## config.mk

```make
export PLATFORM = sky130hd
export DESIGN_NAME = pipelined_adder_tree
export DESIGN_NICKNAME = d
export VERILOG_FILES = /design/src/rtl/pipelined_adder_tree.sv
export SDC_FILE = /design/constraint.sdc
export NUM_CORES = 1
export LEC_CHECK = 0
export BUFFER_PORTS_ARGS = -buffer_cell sky130_fd_sc_hd__buf_2
export CORE_ASPECT_RATIO = 1.1
export CORE_UTILIZATION = 40
export DETAILED_ROUTE_END_ITERATION = 16
export GPL_ROUTABILITY_DRIVEN = 0
export PLACE_DENSITY = 0.63
export SLEW_MARGIN = 20
export SYNTH_ARGS = -nofsm -noshare
export SYNTH_HDL_FRONTEND = slang
export SYNTH_SLANG_ARGS = --single-unit
```

## constraint.sdc

```tcl
create_clock -name clk -period 2.2 [get_ports clk]
set_input_delay 0.44 -clock clk [delete_from_list [all_inputs] [get_ports clk]]
set_output_delay 0.44 -clock clk [all_outputs]
set_load 0.02 [all_outputs]
```

## src/rtl/pipelined_adder_tree.sv

```systemverilog
`default_nettype none
// ============================================================================
// Module   : pipelined_adder_tree
// Purpose  : N-operand, full-precision, valid/ready pipelined adder tree.
//            It has one registered pairwise-reduction level per pipeline stage.
// Revision : 1.0
// ============================================================================
module pipelined_adder_tree #(
   parameter  int WIDTH  = 8,
   parameter  int N      = 8,
   parameter  int SIGNED = 0,
   localparam int LEVELS = (N == 1) ? 1 : $clog2(N),
   localparam int OW     = (N == 1) ? WIDTH : WIDTH + $clog2(N)
) (
   input  logic             clk,
   input  logic             rst_n,
   input  logic             in_valid,
   output logic             in_ready,
   input  logic [WIDTH-1:0] in [N],
   output logic             out_valid,
   input  logic             out_ready,
   output logic [OW-1:0]    sum,
   output logic             busy
);

   localparam int EXT = OW - WIDTH;

   logic              w_stall;
   logic [LEVELS-1:0] w_vld;
   logic [OW-1:0]     w_ext [N];

   // The whole pipeline freezes while the output is held, so no skid buffer is needed.
   assign w_stall  = out_valid & ~out_ready;
   assign in_ready = ~w_stall;
   assign busy     = |w_vld;

   for (genvar i = 0; i < N; i++) begin : g_ext
      if (EXT == 0) begin : g_none
         assign w_ext[i] = in[i];
      end else if (SIGNED != 0) begin : g_sign
         assign w_ext[i] = {{EXT{in[i][WIDTH-1]}}, in[i]};
      end else begin : g_zero
         assign w_ext[i] = {{EXT{1'b0}}, in[i]};
      end
   end

   for (genvar l = 0; l < LEVELS; l++) begin : g_level
      localparam int CNT_IN  = (N + (1 << l) - 1) >> l;
      localparam int CNT_OUT = (N + (1 << (l + 1)) - 1) >> (l + 1);

      logic          r_vld;
      logic          w_src_vld;
      logic [OW-1:0] w_src [CNT_IN];
      logic [OW-1:0] w_nxt [CNT_OUT];
      logic [OW-1:0] r_data [CNT_OUT];

      if (l == 0) begin : g_first
         assign w_src_vld = in_valid;
         for (genvar k = 0; k < CNT_IN; k++) begin : g_src
            assign w_src[k] = w_ext[k];
         end
      end else begin : g_next
         assign w_src_vld = g_level[l-1].r_vld;
         for (genvar k = 0; k < CNT_IN; k++) begin : g_src
            assign w_src[k] = g_level[l-1].r_data[k];
         end
      end

      // An odd trailing element is forwarded unchanged to the next level.
      for (genvar j = 0; j < CNT_OUT; j++) begin : g_elem
         if (2 * j + 1 < CNT_IN) begin : g_add
            assign w_nxt[j] = w_src[2*j] + w_src[2*j+1];
         end else begin : g_pass
            assign w_nxt[j] = w_src[2*j];
         end
      end

      assign w_vld[l] = r_vld;

      always_ff @(posedge clk or negedge rst_n) begin
         if (!rst_n) begin
            r_vld <= 1'b0;
         end else if (!w_stall) begin
            r_vld <= w_src_vld;
         end
      end

      // Data only moves with valid, so sum stays 0 until the first result arrives.
      always_ff @(posedge clk or negedge rst_n) begin
         if (!rst_n) begin
            for (int j = 0; j < CNT_OUT; j++) begin
               r_data[j] <= '0;
            end
         end else if (!w_stall && w_src_vld) begin
            for (int j = 0; j < CNT_OUT; j++) begin
               r_data[j] <= w_nxt[j];
            end
         end
      end
   end

   assign out_valid = g_level[LEVELS-1].r_vld;
   assign sum       = g_level[LEVELS-1].r_data[0];

endmodule
`default_nettype wire
```

==> results.toml <==
[sta]
grt_setup_unrepaired = "no"
finClkSkew_ps = 4.67
slew_violations = 0
tns_ps = 0
finalSetupViolations = 0
period_needed_ps = 2020
worstMarginPinSlew_ps = 729
period_share_pct = 92.0
hold_slack_ps = 88.8
final-hold-violation-count = 0
slew_headroom_pct = 51.4
fmax_mhz = 494

[floorplanning]
dieArea_um2 = 12600
dieHeight_um = 118
io_pins = 82
die_w_um = 107
core-area_um2 = 11600
start_util_pct = 41.8
rows = 41

[setup_path]
critPathMaxFanout = 3
cp.arrival_ps = 2280
startpoint_type = "register"
crit_chain = "ha_1 -> inv_1 -> fa_1 -> nor2b_4 -> o31a_4 -> nor4_2 -> or4_1 -> nand3_1"
path_buf_inv = 1
critPathKind = "register to register"
crit_path_end_kind = "register"
critPathTopFamily = "simple AND/OR/NAND/NOR gates"
cp_slowest_stage_delay_ps = 470
cp_data_required_time_ps = 2450
crit_slowest_cell = "or4_1"

[yosys]
syn_nets = 658
async_reset_ff_share_pct = 100
ys_seq_area_share_pct = 36.0
synthCells = 523
yosys_warnings = 0
synth_cell_types = 47
synth_seq_cells = 70
synth.avg_cell_area_um2 = 9.31
ys.flop_type = "dfrtp_1"
synth-edff-count = 0
netlist_area_um2 = 4870

[pwr]
ir_drop_uv = 575
power.density_nw_per_um2 = 1220
finalPower_w = 0.00703
p_leak_nw = 2.80

[detailed_routing]
drt-total-wl_mm = 10.1
antenna_left = 0
avgRoutedWirePerCell_um = 13.2
dr.pass1.iters = 4
drtIter0Drc = 143
avgViaCountPerCell = 5.20
drc = 0
routed-via-count = 3967

[clock_tree]
clock_path_buffers = 2
clk_pin_slew_ps = 60
htree_levels = 3
cts_inserted_buffers = 9
cts_tree = "built"
cts_setup_buffers = 0
clock-sinks = 70
worstSkewPairLatency_ps = 320
cts_root_buffer = "clkbuf_16"

[global_route]
grt_max_degree = 44
antenna_found_initial = 1
grt_pass1_vias = 4036
grt_pass1_wl_mm = 17.4
overflow = 0
grtUsageTotal_pct = 16.9

[layout]
syn2layout_area_growth_pct = 18.9
drive_gt1_share_pct = 19.6
final_cell_mix = "82 x nand2_1, 81 x buf_2, 70 x dfrtp_1, 60 x ha_1, 53 x o21ai_0"
nets = 743
final_common_cell = "nand2_1"
final_cell_count_no_fill = 763
final_util_pct = 49.7
antenna_cells = 0

[placed_design]
hpwlAfterDp_mm = 8.03
io_buffers = 81
dp.cells = 747

[outcome]
outcome = "finished, final reports clean"

[hold_path]
hold_class = "input port to async pin"

[job]
drv_cap = 0
==> power breakdown <==
group / switching [W] / internal [W] / total [W]
Sequential: 0.000318 / 0.00179 / 0.00211
Combinational: 0.00192 / 0.00147 / 0.00339
Clock: 0.000510 / 0.00102 / 0.00153
==> flip-flops by register name, summed over array words and instances (netlist names) <==
name            count
out_valid           1
g_level.r_vld       2
sum                11
g_level.r_data     56
==> through the flow <==
stage                     worst slack, ps  instance area, um2
after CTS                             120                5780
after global routing                 70.9                5790
after detailed placement             14.9                5470
after global placement               82.9                5470
after floorplan                       242                4870
final                                 177                5790
==> kinds of logic after synthesis <==
family                   Yosys count  share of synthesized area, %
AO/OA/AOI/OAI                    174                          23.1
XOR/XNOR                          34                          6.12
AND/OR/NAND/NOR                  139                          12.3
adder cells (fa/ha/maj)           67                          18.3
multiplexers                       5                          1.13
flip-flops                        70                          36.0
buffers and inverters             34                          3.11
==> cell usage after synthesis (4+ instances only) <==
master / instances / share of area, %
a211oi_1: 16 / 2.5
a21o_1: 13 / 2.0
a21oi_1: 31 / 3.2
buf_2: 10 / 1.0
dfrtp_1: 70 / 36
fa_1: 7 / 2.9
ha_1: 60 / 15
inv_1: 19 / 1.5
mux2_2: 4 / 0.92
nand2_1: 82 / 6.3
nand2b_1: 7 / 0.90
nand3_1: 4 / 0.41
nor2_1: 31 / 2.4
o211ai_1: 7 / 1.1
o21ai_0: 53 / 5.4
o21ai_1: 19 / 2.0
o31ai_1: 5 / 0.77
o31ai_2: 4 / 1.0
xnor2_1: 8 / 1.4
xor2_1: 26 / 4.7
==> layout make-up <==
cell class	instances	area, um2
Inverter	19	71.3
Clock buffer	12	246
Multi-Input combinational cell	419	2970
Timing Repair Buffer	89	490
Clock inverter	4	70.1
Tap cell	150	188
Sequential cell	70	1750
Fill cell	1090	5860
==> timing repair <==
action,4_1_cts,5_1_grt
resized for setup,0,1
endpoints found under the setup margin,0,2
hold buffers,0,0
==> final timing paths <==
check                                startpoint                     to  slack [ps]  depth (start not counted)
setup / recovery           g_level[0].r_data[0]   g_level[1].r_data[8]         180                          8
hold / removal                            rst_n                 sum[0]          90                          1
setup reg to reg           g_level[0].r_data[0]   g_level[1].r_data[8]         180                          8
hold reg to reg                          sum[5]                 sum[5]         470                          2
max in group asynchronous                 rst_n   g_level[0].r_data[7]        1480                          2
min in group clk                         in[24]  g_level[0].r_data[11]         430                          4
==> per-layer routing <==
layer | global-route usage (%) | share of wire (%) | vias to the layer above
met1 | 21.7 | 48 | 1826
met2 | 28.6 | 46 | 82
met5 | 0 | 0.17 | -
li1 | - | - | 2044
met4 | 5.48 | 1.3 | 2
met3 | 2.88 | 3.8 | 13
Power figures use the tool's default switching activity.
